## config.mk

```make
export PLATFORM = sky130hd
export DESIGN_NAME = clk_period_meter_flat
export DESIGN_NICKNAME = d
export VERILOG_FILES = /design/src/rtl/clk_period_meter_if.sv /design/src/rtl/clk_period_meter.sv /design/src/flat_wrapper.sv
export SDC_FILE = /design/constraint.sdc
export NUM_CORES = 1
export LEC_CHECK = 0
export CORE_MARGIN = 1
export CORE_UTILIZATION = 60
export DETAILED_ROUTE_END_ITERATION = 10
export PLACE_DENSITY_LB_ADDON = 0.2
export SLEW_MARGIN = 20
export SYNTH_ARGS = -nofsm -noshare
export SYNTH_HDL_FRONTEND = slang
export SYNTH_SLANG_ARGS = --single-unit
```

## constraint.sdc

```tcl
create_clock -name i_clk_in -period 4.1 [get_ports i_clk_in]
set_input_delay 0.41 -clock i_clk_in [delete_from_list [all_inputs] [get_ports i_clk_in]]
set_output_delay 0.41 -clock i_clk_in [all_outputs]
set_load 0.01 [all_outputs]
```

## src/rtl/clk_period_meter_if.sv

```systemverilog
// clk_period_meter_if: enable/signal inputs and period/valid/locked/timeout outputs of clk_period_meter
interface clk_period_meter_if #(parameter int WIDTH = 16);
  logic en;
  logic sig_in;
  logic [WIDTH-1:0] period;
  logic valid;
  logic locked;
  logic timeout;
  modport master(output en, sig_in, input period, valid, locked, timeout);
  modport slave(input en, sig_in, output period, valid, locked, timeout);
endinterface

```

## src/rtl/clk_period_meter.sv

```systemverilog
// clk_period_meter: counts i_clk_in cycles between rising edges of io_bus.sig_in; ports i_clk_in, i_rst, io_bus (en, sig_in -> period, valid, locked, timeout)
module clk_period_meter #(
  parameter int WIDTH = 16,
  parameter int SYNC_STAGES = 2
) (
  input logic i_clk_in,
  input logic i_rst,
  clk_period_meter_if.slave io_bus
);
  localparam int SW = $clog2(SYNC_STAGES + 2);
  typedef enum logic [1:0] {IDLE, ARM, MEASURE} state_t;
  state_t r_state, w_state;
  logic [SYNC_STAGES-1:0] r_sync;
  logic r_prev;
  logic [SW-1:0] r_settle;
  logic [WIDTH-1:0] r_cnt, w_cnt, r_period, w_period;
  logic r_valid, w_valid, r_locked, w_locked, r_timeout, w_timeout;
  logic w_settled, w_rise, w_sat;
  assign w_settled = r_settle == SW'(SYNC_STAGES + 1);
  assign w_rise = w_settled & r_sync[SYNC_STAGES-1] & ~r_prev;
  assign w_sat = &r_cnt;
  always_ff @(posedge i_clk_in) begin
    if (i_rst) begin
      r_sync <= '0;
      r_prev <= 1'b0;
      r_settle <= '0;
      r_state <= IDLE;
      r_cnt <= '0;
      r_period <= '0;
      r_valid <= 1'b0;
      r_locked <= 1'b0;
      r_timeout <= 1'b0;
    end else begin
      r_sync <= {r_sync[SYNC_STAGES-2:0], io_bus.sig_in};
      r_prev <= r_sync[SYNC_STAGES-1];
      r_settle <= w_settled ? r_settle : r_settle + SW'(1);
      r_state <= w_state;
      r_cnt <= w_cnt;
      r_period <= w_period;
      r_valid <= w_valid;
      r_locked <= w_locked;
      r_timeout <= w_timeout;
    end
  end
  always_comb begin
    w_state = r_state;
    w_cnt = r_cnt;
    w_period = r_period;
    w_valid = 1'b0;
    w_locked = r_locked;
    w_timeout = r_timeout;
    if (!io_bus.en) begin
      w_state = IDLE;
      w_cnt = '0;
      w_locked = 1'b0;
      w_timeout = 1'b0;
    end else begin
      case (r_state)
        IDLE: begin
          w_cnt = '0;
          w_state = w_settled ? ARM : IDLE;
        end
        ARM: begin
          w_cnt = '0;
          w_state = w_rise ? MEASURE : ARM;
        end
        MEASURE: begin
          if (w_sat) begin
            w_timeout = 1'b1;
            w_locked = 1'b0;
            w_cnt = '0;
            w_state = w_rise ? MEASURE : ARM;
          end else if (w_rise) begin
            w_period = r_cnt + WIDTH'(1);
            w_valid = 1'b1;
            w_locked = 1'b1;
            w_timeout = 1'b0;
            w_cnt = '0;
          end else begin
            w_cnt = r_cnt + WIDTH'(1);
          end
        end
        default: w_state = IDLE;
      endcase
    end
  end
  assign io_bus.period = r_period;
  assign io_bus.valid = r_valid;
  assign io_bus.locked = r_locked;
  assign io_bus.timeout = r_timeout;
endmodule

```

## src/flat_wrapper.sv

```systemverilog
// flat-port wrapper written by rule: the top's interface ports become plain ports
module clk_period_meter_flat 
#(
  parameter int WIDTH = 16,
  parameter int SYNC_STAGES = 2
)
  (i_clk_in, i_rst, io_bus_en, io_bus_sig_in, io_bus_period, io_bus_valid, io_bus_locked, io_bus_timeout);
  clk_period_meter_if #(.WIDTH(WIDTH)) io_bus_i ();
  input logic i_clk_in;
  input logic i_rst;
  input wire logic [$bits(io_bus_i.en)-1:0] io_bus_en;
  input wire logic [$bits(io_bus_i.sig_in)-1:0] io_bus_sig_in;
  output wire logic [$bits(io_bus_i.period)-1:0] io_bus_period;
  output wire logic [$bits(io_bus_i.valid)-1:0] io_bus_valid;
  output wire logic [$bits(io_bus_i.locked)-1:0] io_bus_locked;
  output wire logic [$bits(io_bus_i.timeout)-1:0] io_bus_timeout;
  assign io_bus_i.en = io_bus_en;
  assign io_bus_i.sig_in = io_bus_sig_in;
  assign io_bus_period = io_bus_i.period;
  assign io_bus_valid = io_bus_i.valid;
  assign io_bus_locked = io_bus_i.locked;
  assign io_bus_timeout = io_bus_i.timeout;
  clk_period_meter #(.WIDTH(WIDTH), .SYNC_STAGES(SYNC_STAGES)) u_core (.i_clk_in(i_clk_in), .i_rst(i_rst), .io_bus(io_bus_i));
endmodule
```

# Yosys cells after proc, flatten, opt, wreduce, memory -nomap -nowiden
# Index checks and enable logic that the tools add are counted.
# W data, S select, Z words.
[word_totals]
ff_bits = 42
latch_bits = 0
mem_bits_rw = 0
rom_bits = 0
input_bits = 4
output_inout_bits = 19
elab_cells = 42
memories = 0
[classes]
add_sub_neg = 2
mul = 0
div_mod_pow = 0
magnitude_cmp = 0
n_eq_ne = 4
shift = 0
n_mux = 12
n_bitwise = 6
reduce_logical = 9
[ops]
columns = ["cell", "n"]
rows = [
  ["$mux W16", 2],
  ["$pmux W16 S2", 1],
  ["$add A16 B1 Y16 const B", 1],
  ["$reduce_and A16 Y1", 1],
  ["$mux W1", 6],
  ["$pmux W2 S3", 1],
  ["$eq A2 B2 Y1 const B", 2],
  ["$mux W2", 2],
  ["$not A1 Y1", 4],
  ["$reduce_and A4 Y1", 1],
  ["$reduce_bool A2 Y1", 2],
  ["$reduce_or A2 Y1", 2],
  ["$reduce_or A4 Y1", 1],
  ["$add A2 B1 Y2 const B", 1],
  ["$and A1 B1 Y1", 2],
  ["$eq A2 B1 Y1 const B", 1],
  ["$logic_not A2 Y1", 1],
  ["$ne A2 B1 Y1 const B", 1],
  ["$reduce_and A2 Y1", 1],
]

# Longest topological paths before layout
[logic_depth]
depth_word = 6
ltp_mapped = 8
depth_no_buf = 5

# Least setup slack after synthesis
# No wires, ideal clock.
[synth_path]
kind = "register to register"
from = "reg u_core.r_cnt[0]"
to = "reg u_core.r_cnt[7]"
setup_ps = 132
arrival_time_ps = 1985
t_required_ps = 3968
path_slack_ps = 1982
path_stages_with_launch = 9
synth_period_minus_slack_ps = 2118
cell_sequence = "dfxtp_1 > ha_1 > clkbuf_2 > nand3_1 > or4_1 > buf_2 > clkbuf_1 > a32oi_1 > a21oi_1"
[synth_via]
elab_chain_cells = 4
[synth_lines]
columns = ["element", "line_no", "source"]
rows = [
  ["from (decl)", "clk_period_meter.sv:16", "logic [WIDTH-1:0] r_cnt, w_cnt, r_period, w_period;"],
  ["from (signal assigned)", "clk_period_meter.sv:38", "r_cnt <= w_cnt;"],
  ["$add A16 B1 Y16", "clk_period_meter.sv:80", "w_cnt = r_cnt + WIDTH'(1);"],
  ["$mux W16", "clk_period_meter.sv:73", "end else if (w_rise) begin"],
  ["$mux W16 *", "clk_period_meter.sv:68", "if (w_sat) begin"],
  ["$pmux W16 S2 *", "clk_period_meter.sv:58", "case (r_state)"],
]
# Every way passes the cells marked *; elsewhere a longest branch is shown, timed or not.
# A chain may end at the register's enable or synchronous reset.

# Worst setup path in the final report
[layout_path]
from = "reg u_core.r_cnt[0]"
to = "reg u_core.r_state[0]"
[layout_via]
elab_chain_cells = 2
[layout_lines]
columns = ["element", "line_no", "source"]
rows = [
  ["$reduce_and A16 Y1", "clk_period_meter.sv:21", "assign w_sat = &r_cnt;"],
  ["$ne A2 B1 Y1 (no source line)", "--", ""],
  ["to (signal assigned)", "clk_period_meter.sv:37", "r_state <= w_state;"],
  ["to (decl)", "clk_period_meter.sv:12", "state_t r_state, w_state;"],
]
# No other way between the ends.

==> impl_metrics.tcl <==
set metrics [dict create \
    crit_buf_inv 0 \
    power_density_nw_per_um2 272 \
    grt_start_max_net_pins 36 \
    finalSetupViolCount 0 \
    die-area_sq_um 3760 \
    whs_ns 0.455 \
    fmax_ghz 0.365 \
    grt_use_total_pct 26.4 \
    ys.flop_type "dfxtp_1" \
    layout_setup_ws_ns 1.36 \
    drcViolationCount 0 \
    cts_buffers 5 \
    slew_violations 0 \
    dp_cells 294 \
    netlist_instances 250 \
    drive_above_1_share_pct 6.27 \
    first_pass_iters 7 \
    postCtsSetupBuffers 0 \
    crit_type "reg -> reg" \
    worst_ep_arrival_time_ns 3.02 \
    avgViaCountPerCell 6.37 \
    synth_edf_count 0 \
    ios 23 \
    hold_buffers 0 \
    crit_start "u_core.r_cnt[0]" \
    port_buffers 22 \
    place_ws_ns 1.36 \
    area_growth_pct 11.1 \
    hpwlAfterDp_mm 3.18 \
    yosysWarnings 0 \
    fin_cells 301 \
    grt_pass1_vias 1547 \
    crit_required_ns 4.38 \
    cp-end-kind "register" \
    clock_sinks 42 \
    num_vias 1916 \
    drt_iter0_drc 228 \
    netlist.area_leader.share_pct 39.8 \
    leakage_nw 0.697 \
    critPathTopFamily "simple AND/OR/NAND/NOR gates" \
    ys_seq_area_share_pct 39.8 \
    ys_types 49 \
    grt-ovfl-total 0 \
    crit_chain "ha_1 -> nand3_1 -> or4_2 -> a211o_1 -> a21oi_1" \
    clk_latency_ns 0.34 \
    diodes 0 \
    fin_nets 265 \
    slowest_delay_ns 1.06 \
    r2r-end "u_core.r_state[0]" \
    cap_violations 0 \
    antenna_found_initial 0 \
    wl_per_cell_um 15.7 \
    coreArea_sq_um 3360 \
    vdd_drop_max_v 0.000185 \
    period_share_pct 66.8 \
    rsz0062_at_grt "no" \
    setup.worst_path.end "u_core.r_state[0]" \
    syn_area_sq_um 2110 \
    syn-num-nets 260 \
    die_width_um 61.3 \
    rrSetupSlack_ns 1.36 \
    grt_pass1_wl_mm 7.38 \
    wirelength_mm 4.71 \
    fin_setup_tns_ns 0 \
    ys_ff_latch 42 \
    fin_crit_ns 2.74 \
    worstReg2RegStart "u_core.r_cnt[0]" \
    slew_headroom_pct 44.8 \
    cp_slowest_cell "or4_2" \
    synth_top_cell_by_area "dfxtp_1" \
    die_h_um 61.3 \
    placementRows 21 \
    cp-start-kind "register" \
    fill_cells 294 \
    htree_levels 2 \
    drtAntennaViolNets 0 \
    critical_path.max_fanout 35 \
    ctsResizeCount 0 \
    worstHoldPathType "reg -> reg" \
    ys_async_sr_fraction_pct 0 \
    total_power_mw 0.638 \
    outcome "completed" \
    globalplace.congestion 0.851 \
    start_util_pct 62.8 \
    synth_area_per_cell_sq_um 8.45 \
    clk_path_buf_depth 2 \
    cp.depth 5 \
    root_buffer "clkbuf_4" \
    ff2ff_path_depth 5 \
    cts_tree "done" \
    worst_slew_pin_slew_ns 0.828 \
    ys_top_cells_by_area "dfxtp_1, a21oi_1, a211oi_1" \
    fin_skew_ns 0.00537 \
    clk_pin_slew_ns 0.12 \
    hold_viol_final 0 \
]
-- layout make-up --
cell class	instances	area, sq um	share of cell area, %
clock inverter	2	10.0	0.427
inverter	3	11.3	0.480
multi-input combinational	179	1150	49.2
timing repair buffer	24	235	10.0
tap	46	57.6	2.45
sequential	42	841	35.8
clock buffer	5	37.5	1.60
-- cells in the final DEF (no fill, tap or decap), types with 6 or more instances in the layout --
| cell | netlist | layout |
|---|---|---|
| a211oi_1 | 11 | 11 |
| ha_1 | 6 | 6 |
| clkdlybuf4s50_1 | 0 | 22 |
| nand3_1 | 15 | 15 |
| nor3_1 | 8 | 8 |
| xnor2_1 | 6 | 6 |
| nor4_1 | 10 | 10 |
| nand4_1 | 8 | 8 |
| nand2_1 | 20 | 20 |
| nor2_1 | 10 | 10 |
| a21oi_1 | 26 | 26 |
| dfxtp_1 | 42 | 42 |
-- synth_stat cells, types with 4 or more instances --
cell and number:
a211oi_1 11, a21oi_1 26, a31oi_1 5, buf_2 6
clkbuf_1 17, dfxtp_1 42, ha_1 6, nand2_1 20
nand3_1 15, nand3b_1 4, nand4_1 8, nor2_1 10
nor3_1 8, nor4_1 10, o21ai_0 4, xnor2_1 6
xor2_1 5
-- through the flow --
step | util [%] | cell area, sq um
CTS | 69.7 | 2340
detailed placement | 68.3 | 2300
global placement | 68.3 | 2300
global route | 69.8 | 2350
floorplan | - | 2110
finish | 69.8 | 2350
-- kinds of logic (layout without fill, tap and decap cells) --
group	Yosys count	in the layout	share of synthesized area, %
AND/OR/NAND/NOR	98	98	27.1
AO/OA/AOI/OAI	63	63	18.9
flip-flops	42	42	39.8
buffers and inverters	29	34	5.63
XOR/XNOR	11	11	4.56
adder cells (fa/ha/maj)	6	6	3.55
multiplexers	1	1	0.474
-- how the worst min path moves through the flow --
stage	end	cells after the start	slack [ns]	start
3_3_place_gp	u_core.r_sync[1]	1	0.42	u_core.r_sync[0]
4_1_cts	u_core.r_sync[1]	1	0.45	u_core.r_sync[0]
2_1_floorplan	u_core.r_sync[1]	1	0.41	u_core.r_sync[0]
6_report	u_core.r_sync[1]	1	0.46	u_core.r_sync[0]
5_1_grt	u_core.r_sync[1]	1	0.48	u_core.r_sync[0]
3_5_place_dp	u_core.r_sync[1]	1	0.44	u_core.r_sync[0]
-- state kept, by name, summed over array words and instances, names as in the netlist --
signal                 cells
u_core.io_bus.period      16
u_core.r_cnt              16
u_core.r_settle            2
u_core.r_state             2
u_core.r_sync              2
u_core.io_bus.locked       1
u_core.io_bus.timeout      1
u_core.io_bus.valid        1
u_core.r_prev              1
-- report_power, final --
part           internal, mW  switching, mW
Sequential            0.414        0.00347
Clock                0.0619          0.130
Combinational        0.0132         0.0154
Total                 0.489          0.149
-- per-layer routing --
metal  GRT usage [%]  share of wire [%]
met5               0                  0
met2            40.8                 46
met3            4.62                7.0
met1            37.5                 46
met4            8.89                1.0
(Power assumes the default switching activity.)
